### src/rtl/regfile_pkg.sv
// Shared definitions for the register-file write-back path.
// Holds the default datapath widths, the register count and the
// zero-register index, plus the request record used by write-back requesters.
package regfile_pkg;

  localparam int DATA_WIDTH    = 64;
  localparam int ADDRESS_WIDTH = 5;
  localparam int REGISTER_SIZE = 2 ** ADDRESS_WIDTH;
  localparam int REG_ZERO      = 0;

  typedef struct packed {
    logic [ADDRESS_WIDTH-1:0] addr;
    logic [DATA_WIDTH-1:0]    data;
  } wb_req_t;

endpackage

### src/rtl/regfile_wb_sched_rr_arbiter.sv
// Round-robin arbiter with a one-hot grant.
// The search starts one past the last granted requester and wraps.
// After reset, requester 0 has first priority.
// No grant is issued while reset is high.
module rr_arbiter #(
  parameter int NUM_REQ = 2
) (
  input  logic               clk,
  input  logic               reset,
  input  logic [NUM_REQ-1:0] req,
  output logic [NUM_REQ-1:0] grant
);
  import regfile_pkg::*;

  localparam int IDX_W = (NUM_REQ > 1) ? $clog2(NUM_REQ) : 1;

  logic [IDX_W-1:0] last_grant;
  logic [IDX_W-1:0] win_idx;
  logic [IDX_W-1:0] sel;
  logic             found;

  // pick the first valid requester at or after last_grant+1, wrapping
  always_comb begin
    int c;
    c       = 0;
    sel     = '0;
    found   = 1'b0;
    win_idx = '0;
    grant   = '0;
    for (int k = 0; k < NUM_REQ; k++) begin
      c = int'(last_grant) + 1 + k;
      if (c >= NUM_REQ) c = c - NUM_REQ;
      sel = IDX_W'(c);
      if (!found && req[sel]) begin
        found   = 1'b1;
        win_idx = sel;
      end
    end
    if (reset) found = 1'b0;
    if (found) grant[win_idx] = 1'b1;
  end

  // remember the winner; reset points at the last requester so 0 goes first
  always_ff @(posedge clk) begin
    if (reset) last_grant <= IDX_W'(NUM_REQ - 1);
    else if (found) last_grant <= win_idx;
  end

endmodule

### src/rtl/regfile_wb_sched.sv
// Write-back scheduler for the register file.
// It arbitrates NUM_REQ write-back requesters onto the single write port and
// drives the registered regfile write port (RegWrite/wa/wd).
// The optional scoreboard is enabled by the REGFILE_WB_SCOREBOARD_EN macro.
// When enabled, it tracks pending destinations, flags read-after-write hazards
// to decode, and raises a sticky wb_err on a write-back to a register that is
// not pending.
// When the macro is undefined, the scoreboard is absent and
// hazard1/hazard2/wb_err are held at 0.
module regfile_wb_sched #(
  parameter int DATA_WIDTH    = regfile_pkg::DATA_WIDTH,
  parameter int ADDRESS_WIDTH = regfile_pkg::ADDRESS_WIDTH,
  parameter int NUM_REQ       = 2
) (
  input  logic                                  clk,
  input  logic                                  reset,
  input  logic                                  alloc_valid,
  input  logic [ADDRESS_WIDTH-1:0]              alloc_addr,
  input  logic [NUM_REQ-1:0]                    req_valid,
  input  logic [NUM_REQ-1:0][ADDRESS_WIDTH-1:0] req_addr,
  input  logic [NUM_REQ-1:0][DATA_WIDTH-1:0]    req_data,
  output logic [NUM_REQ-1:0]                    req_ready,
  output logic                                  RegWrite,
  output logic [ADDRESS_WIDTH-1:0]              wa,
  output logic [DATA_WIDTH-1:0]                 wd,
  input  logic [ADDRESS_WIDTH-1:0]              ra1,
  input  logic [ADDRESS_WIDTH-1:0]              ra2,
  output logic                                  hazard1,
  output logic                                  hazard2,
  output logic                                  wb_err
);
  import regfile_pkg::*;

  localparam int NREGS = 2 ** ADDRESS_WIDTH;
  localparam logic [ADDRESS_WIDTH-1:0] ZERO_ADDR = ADDRESS_WIDTH'(REG_ZERO);

  logic [NUM_REQ-1:0]       grant;
  logic                     any_grant;
  logic [ADDRESS_WIDTH-1:0] win_addr;
  logic [DATA_WIDTH-1:0]    win_data;
  logic                     reg_write_q;

  rr_arbiter #(.NUM_REQ(NUM_REQ)) u_arb (
    .clk   (clk),
    .reset (reset),
    .req   (req_valid),
    .grant (grant)
  );

  assign req_ready = grant;
  assign any_grant = |grant;
  assign RegWrite  = reg_write_q;

  // one-hot select of the granted requester's destination and data
  always_comb begin
    win_addr = '0;
    win_data = '0;
    for (int i = 0; i < NUM_REQ; i++) begin
      if (grant[i]) begin
        win_addr = win_addr | req_addr[i];
        win_data = win_data | req_data[i];
      end
    end
  end

  // write stage: x0 requests still load wa/wd but never assert the enable
  always_ff @(posedge clk) begin
    if (reset) begin
      reg_write_q <= 1'b0;
      wa          <= '0;
      wd          <= '0;
    end else if (any_grant) begin
      reg_write_q <= (win_addr != ZERO_ADDR);
      wa          <= win_addr;
      wd          <= win_data;
    end else begin
      reg_write_q <= 1'b0;
    end
  end

`ifdef REGFILE_WB_SCOREBOARD_EN
  logic [NREGS-1:0] pending;
  logic [NREGS-1:0] pending_next;
  logic             err_hit;

  // clear the register just written, then apply the allocation so set wins
  always_comb begin
    pending_next = pending;
    if (reg_write_q) pending_next[wa] = 1'b0;
    if (alloc_valid && alloc_addr != ZERO_ADDR) pending_next[alloc_addr] = 1'b1;
    pending_next[0] = 1'b0;
  end

  // pending-write scoreboard
  always_ff @(posedge clk) begin
    if (reset) pending <= '0;
    else pending <= pending_next;
  end

  // a grant to a nonzero register that is neither pending nor being allocated now
  always_comb begin
    err_hit = any_grant && (win_addr != ZERO_ADDR) && !pending[win_addr] &&
              !(alloc_valid && alloc_addr == win_addr);
  end

  // sticky error flag, cleared only by reset
  always_ff @(posedge clk) begin
    if (reset) wb_err <= 1'b0;
    else if (err_hit) wb_err <= 1'b1;
  end

  // the regfile writes on negedge, so the register being written this cycle is already safe to read
  assign hazard1 = pending[ra1] & ~(reg_write_q & (wa == ra1));
  assign hazard2 = pending[ra2] & ~(reg_write_q & (wa == ra2));
`else
  logic unused_sb;
  assign unused_sb = ^{alloc_valid, alloc_addr, ra1, ra2};
  assign hazard1   = 1'b0;
  assign hazard2   = 1'b0;
  assign wb_err    = 1'b0;
`endif

endmodule
### config.mk
export PLATFORM = sky130hd
export DESIGN_NAME = regfile_wb_sched
export DESIGN_NICKNAME = d
export VERILOG_FILES = /design/src/rtl/regfile_pkg.sv /design/src/rtl/regfile_wb_sched_rr_arbiter.sv /design/src/rtl/regfile_wb_sched.sv
export SDC_FILE = /design/constraint.sdc
export NUM_CORES = 1
export LEC_CHECK = 0
export BUFFER_PORTS_ARGS = -buffer_cell sky130_fd_sc_hd__buf_4
export CORE_ASPECT_RATIO = 1.25
export CORE_MARGIN = 8
export CORE_UTILIZATION = 30
export CTS_BUF_LIST = sky130_fd_sc_hd__clkbuf_16
export CTS_CLUSTER_DIAMETER = 200
export DETAILED_ROUTE_END_ITERATION = 7
export PLACE_DENSITY = 0.67
export SYNTH_ARGS = -nofsm -noshare
export SYNTH_HDL_FRONTEND = slang
export SYNTH_SLANG_ARGS = --single-unit
### constraint.sdc
create_clock -name clk -period 1.2 [get_ports clk]
set_input_delay 0.12 -clock clk [delete_from_list [all_inputs] [get_ports clk]]
set_output_delay 0.12 -clock clk [all_outputs]
set_load 0.02 [all_outputs]
---- Yosys cells after proc, flatten, opt, wreduce, memory -nomap -nowiden ----
Cells that the tools add are included.
storage, ports and cells
  bits in read-only memories .............. 0
  RAM bits ................................ 0
  memories kept ........................... 0
  output and inout bits ................... 75
  register bits ........................... 71
  word-level logic and storage cells ...... 41
  input port bits ......................... 158
  bits in latches ......................... 0
cells by class
  reductions and logical operators ........ 6
  order comparisons ....................... 6
  bitwise operators ....................... 3
  add/subtract/negate cells ............... 4
  shifts and indexed selects .............. 0
  div/mod/pow operators ................... 0
  mux-type cells .......................... 18
  eq/ne operators ......................... 0
  multiply operators ...................... 0
operator list
  cell                   number
  $mux W64               2
  $or A64 B64 Y64        1
  $ge A32 B3 Y1 const B  1
  $mux W1                12
  $mux W5                2
  $lt A1 B2 Y1 const B   3
  $or A5 B5 Y5           1
  $reduce_bool A5 Y1     1
  $reduce_or A2 Y1       2
  $add A2 B1 Y3 const B  1
  $add A1 B1 Y2 const B  1
  $ge A2 B2 Y1 const B   1
  $logic_and A1 B1 Y1    2
  $mux W2                1
  $sub A1 B1 Y1 const B  2
  $demux W1 S1           1
  $ge A1 B1 Y1 const B   1
  $logic_not A1 Y1       1
  $not A1 Y1             1

---- Depth between registers and ports, before layout ----
  word-level depth ........................ 18
  depth in mapped cells ................... 7
  mapped depth without buffers ............ 4

---- Hierarchy ----
From an unflattened synthesis, not the netlist that was laid out.
unflattened totals
  cell total of the unflattened synthesis .. 329
  area, all modules ....................... 2846.5 sq um
by module, submodules not included
  module            instances  area each (sq um)  cells an instance  sequential area each (sq um)
  regfile_wb_sched  1          2788.9             322                1401.3
  rr_arbiter        1          57.6               7                  20.0

---- Least setup slack after synthesis ----
Ideal clock, no wire load.
  kind .................................... register -> register
  start point ............................. register u_arb.last_grant
  end point ............................... register reg_write_q (netlist: RegWrite)
  clock period less this slack ............ 1.318 ns
  cell stages (with the launch flop) ...... 6
  required time ........................... 1.073 ns
  slack ................................... -0.118 ns
  arrival ................................. 1.191 ns
  buffers on the path ..................... 1
  cell sequence ........................... dfxtp_1 -> nand2b_4 -> and3b_1 -> buf_6 -> o31a_1 -> or3_1
between the ends
  longest elaborated chain between the ends .. 18
  elaborated cells between the ends (all ways) .. 32
  those cells by class .................... add/sub: 4; order compare: 4; mux: 16; bitwise: 2; reduce/logical: 6
RTL lines
  item                                                    line                               text
  start: declaration                                      regfile_wb_sched_rr_arbiter.sv:17  logic [IDX_W-1:0] last_grant;
  start signal: assignment                                regfile_wb_sched_rr_arbiter.sv:45  if (reset) last_grant <= IDX_W'(NUM_REQ - 1);
  start signal: assignment                                regfile_wb_sched_rr_arbiter.sv:46  else if (found) last_grant <= win_idx;
  $add A1 B1 Y2 (*)                                       regfile_wb_sched_rr_arbiter.sv:31  c = int'(last_grant) + 1 + k;
  branches (longest 12 deep; another with $ge A32 B3 Y1)  n/a
  $mux W2 (*)                                             regfile_wb_sched_rr_arbiter.sv:40  if (found) grant[win_idx] = 1'b1;
  $mux W5                                                 regfile_wb_sched.sv:59             if (grant[i]) begin
  $or A5 B5 Y5                                            regfile_wb_sched.sv:60             win_addr = win_addr | req_addr[i];
  $mux W5                                                 regfile_wb_sched.sv:59
  $reduce_bool A5 Y1                                      regfile_wb_sched.sv:73             reg_write_q <= (win_addr != ZERO_ADDR);
  end signal: assignment                                  regfile_wb_sched.sv:73
  end: declaration                                        regfile_wb_sched.sv:41             logic reg_write_q;
Every way passes the cells marked *. The select of a mux whose other input is x is not followed.
A chain may end at the register's enable or synchronous reset.

---- Final worst setup path ----
  start point ............................. register u_arb.last_grant
  end point ............................... output port req_ready[0]
between the ends
  longest elaborated chain between the ends .. 14
  elaborated cells between the ends (all ways) .. 25
  those cells by class .................... add/sub: 4; order compare: 4; mux: 14; reduce/logical: 3
RTL lines
  item                                                    line                               text
  $add A1 B1 Y2 (*)                                       regfile_wb_sched_rr_arbiter.sv:31
  branches (longest 12 deep; another with $ge A32 B3 Y1)  n/a
  $mux W2 (*)                                             regfile_wb_sched_rr_arbiter.sv:40
  end: declaration                                        regfile_wb_sched.sv:22             output logic [NUM_REQ-1:0] req_ready,
Marked as above.

==> impl_results.rst <==
.. list-table::
   :header-rows: 1

   * - Metric
     - Value
   * - Result of the run
     - complete, but fails checks
   * - Violated checks
     - negative setup slack
   * - Worst IR Drop VDD
     - 0.652 mV
   * - Total number of placement rows
     - 40
   * - Crit Path Class
     - reg2out
   * - Vias in the first global route
     - 3438
   * - Flip-flop and latch count after synthesis
     - 71
   * - Routed wire length
     - 11.9 mm
   * - Die extent in x
     - 104 um
   * - Clock-pin slew of the registers on the worst-case setup and hold paths
     - 0.05 ns
   * - Power, Total
     - 6.80 mW
   * - Number of instances in the synthesized netlist
     - 365
   * - Data arrival time of the critical path
     - 1.26 ns
   * - Placeable core region
     - 0.00951 mm2
   * - Final number of max-transition violations
     - 0
   * - Starting density of the core
     - 30.5%
   * - Share of power burned in registers
     - 38.6%
   * - Proportion of netlist area held by the largest area contributor
     - 49.0%
   * - Die boundary height
     - 126 um
   * - Setup slack on the worst flop-to-flop path
     - -0.17 ns
   * - Switching power
     - 1.83 mW
   * - # hold bufs at CTS
     - 0
   * - Post-route antenna net violation count
     - 0
   * - Met1 track demand over resource
     - 17.3%
   * - Root buffer selected by CTS
     - sky130_fd_sc_hd__clkbuf_16
   * - Count of flip-flops with a built-in enable after synthesis
     - 0
   * - Ratio of total power to cell area
     - 1270 mW/mm2
   * - Clk sinks
     - 71
   * - Critical Path End Type
     - output port
   * - Buffers added on ports
     - 213
   * - Switch share
     - 26.9%
   * - Synth top cells by count
     - sky130_fd_sc_hd__nor2_1, sky130_fd_sc_hd__dfxtp_1, sky130_fd_sc_hd__nand2_1, sky130_fd_sc_hd__a21oi_1, sky130_fd_sc_hd__a22oi_1
   * - Top cells by area, synth
     - sky130_fd_sc_hd__dfxtp_1, sky130_fd_sc_hd__nor2_1, sky130_fd_sc_hd__a22oi_1
   * - Clock H-tree levels
     - 3
   * - Maximum fanout along the worst path
     - 4
   * - Drc violations
     - 0
   * - Maximum number of pins on one net before global-route repair
     - 55
   * - Hold Vio Cnt, Final
     - 0
   * - Setup TNS
     - -2.93 ns
   * - Number of instances on the worst hold path
     - 3
   * - Setup repair after global routing missed its margin
     - yes
   * - Gr busiest metal
     - met2
   * - Async SR Flop Fraction
     - 0%
   * - Static leakage power
     - 2.48 nW
   * - Final hold slack
     - 0.0452 ns
   * - Filler instances
     - 878
   * - Leftover overflow at the end of global routing
     - 0
   * - Post-route design area
     - 0.00536 mm2
   * - Synth area leader
     - sky130_fd_sc_hd__dfxtp_1
   * - Required time of the critical path
     - 1.08 ns
   * - Number of vias per cell after detailed routing
     - 4.83
   * - Clock tree from TritonCTS
     - done
   * - Detailed-router iteration count before antenna repair
     - 6
   * - Number of DRC violations after detailed-routing iteration 0
     - 120
   * - Number of ports placed on the die boundary
     - 233
   * - Number of warning messages in the yosys log
     - 0
   * - Global Route met2 Usage
     - 26.9%
   * - Final layout net count
     - 744
   * - Number of violations of the max-capacitance limit
     - 0
   * - Average wire per cell in the routed design
     - 16.6 um
   * - Clock period minus worst slack
     - 1.38 ns
   * - Pre-CTS setup slack
     - -0.0449 ns
   * - Clock latency on the worst-skew pair
     - 0.32 ns
   * - Highest achievable clock rate
     - 0.727 GHz
   * - Largest clock skew in the final design
     - 0.00352 ns
   * - Ys flop type
     - sky130_fd_sc_hd__dfxtp_1
   * - Global-route wire length before repair
     - 17.3 mm
   * - Syn-to-layout area delta
     - 84.6%
   * - GRT Resource Usage Total
     - 16.1%
   * - Final worst setup slack
     - -0.175 ns
   * - Fraction of power consumed by the clock network
     - 37.1%
   * - Number of buffers between clock root and the deepest sink
     - 2
   * - Ant diodes
     - 0
   * - Fraction of power consumed by combinational cells
     - 24.3%
   * - Internal power
     - 4.98 mW
   * - Most frequently used cell type in the post-synthesis netlist
     - sky130_fd_sc_hd__nor2_1
   * - Post-synthesis cell type count
     - 26
   * - Period Utilization, post-route
     - 115%
   * - Netlist Area Pre-Place
     - 0.00290 mm2
   * - Mean post-synth cell area
     - 7.95 um2
   * - Register area share after synthesis
     - 49.0%
   * - CP startpoint kind
     - register
   * - Total placed instance area
     - 0.00467 mm2
   * - Routability-driven placement congestion ratio
     - 0.783
   * - Vias after detailed routing
     - 3466
   * - Worst-case reg-to-reg path depth
     - 5
   * - Met3 Usage GRT
     - 7.35%
   * - Die outline area
     - 0.0131 mm2
   * - Fraction of final layout cells with drive strength greater than 1
     - 47.5%
   * - Final setup violation count
     - 54
   * - Hold Crit Class
     - in2reg
   * - Detailed placement HPWL
     - 8.23 mm
   * - Num CTS Buffers
     - 9
   * - Initial antenna violation count
     - 0
## worst max-delay path, stage by stage (launching register included)
cell	delay, ns
sky130_fd_sc_hd__dfxtp_2	0.33
sky130_fd_sc_hd__nand2b_4	0.14
sky130_fd_sc_hd__and3b_2	0.22
sky130_fd_sc_hd__buf_12	0.13
sky130_fd_sc_hd__buf_8	0.12
## through the flow
step / std cells / utilization (%)
after floorplan: 367 / -
after global routing: 717 / 56.3
after global placement: 685 / 49.1
after CTS: 707 / 52.9
final: 717 / 56.3
after detailed placement: 685 / 49.1
## layout by cell type, fill, tap and decap left out, drive strengths merged
master / instances
nor3: 5
a211oi: 3
nor4: 32
a32oi: 2
and3b: 1
or2: 1
a21boi: 1
nor2: 98
o21ai: 1
dfxtp: 71
a22oi: 34
nor2b: 3
conb: 3
clkbuf: 12
inv: 2
nand2b: 2
o22ai: 3
nand2: 37
buf: 238
o31a: 1
or3: 1
clkinv: 4
bufinv: 1
a21oi: 35
## repair_timing
action,4_1_cts,5_1_grt
pin swaps,1,9
buffers inserted,5,7
gates resized for setup,6,42
endpoints found under the setup margin,38,70
hold endpoints to repair,0,0
cloned,1,4
## power groups by stage
stage / registers [mW] / logic (mW) / clock network [mW]
after floorplan: 2.89 / 0.447 / 0
after global placement: 2.67 / 1.45 / 0
after detailed placement: 2.68 / 1.46 / 0
after CTS: 2.63 / 1.50 / 2.61
after global routing: 2.65 / 1.77 / 2.70
final: 2.63 / 1.65 / 2.53
## logic make-up after synthesis
family | count (synthesis) | synth area share, %
AOI/OAI and AO/OA | 80 | 17.7
other | 1 | 0.129
DFF | 71 | 49.0
and+or+nand+nor | 180 | 27.4
buffers and inverters | 33 | 5.74
## state kept, by name (all words and copies together), names as in the netlist
name	cells
wd	64
wa	5
RegWrite	1
u_arb.last_grant	1
## metal layers
layer	part of all wire [%]	vias up
li1	-	1713
met1	38	1585
met2	50	150
met3	9.2	18
met4	2.0	0
met5	0	-
## path summary, 6_finish.rpt
check	from	endpoint
max	u_arb.last_grant	req_ready[0]
min	req_data[23]	wd[23]
max reg2reg	u_arb.last_grant	RegWrite
min reg2reg	wd[28]	wd[28]
## cell type report
class	count	area (um2)	area share, %
Timing Repair Buffer	241	2040	38.1
Multi-Input combinational cell	263	1450	27.1
Sequential cell	71	1420	26.6
Clock buffer	9	225	4.21
Tap cell	126	158	2.94
Clock inverter	7	56.3	1.05
Note: power is estimated with default switching activity, not from simulation.
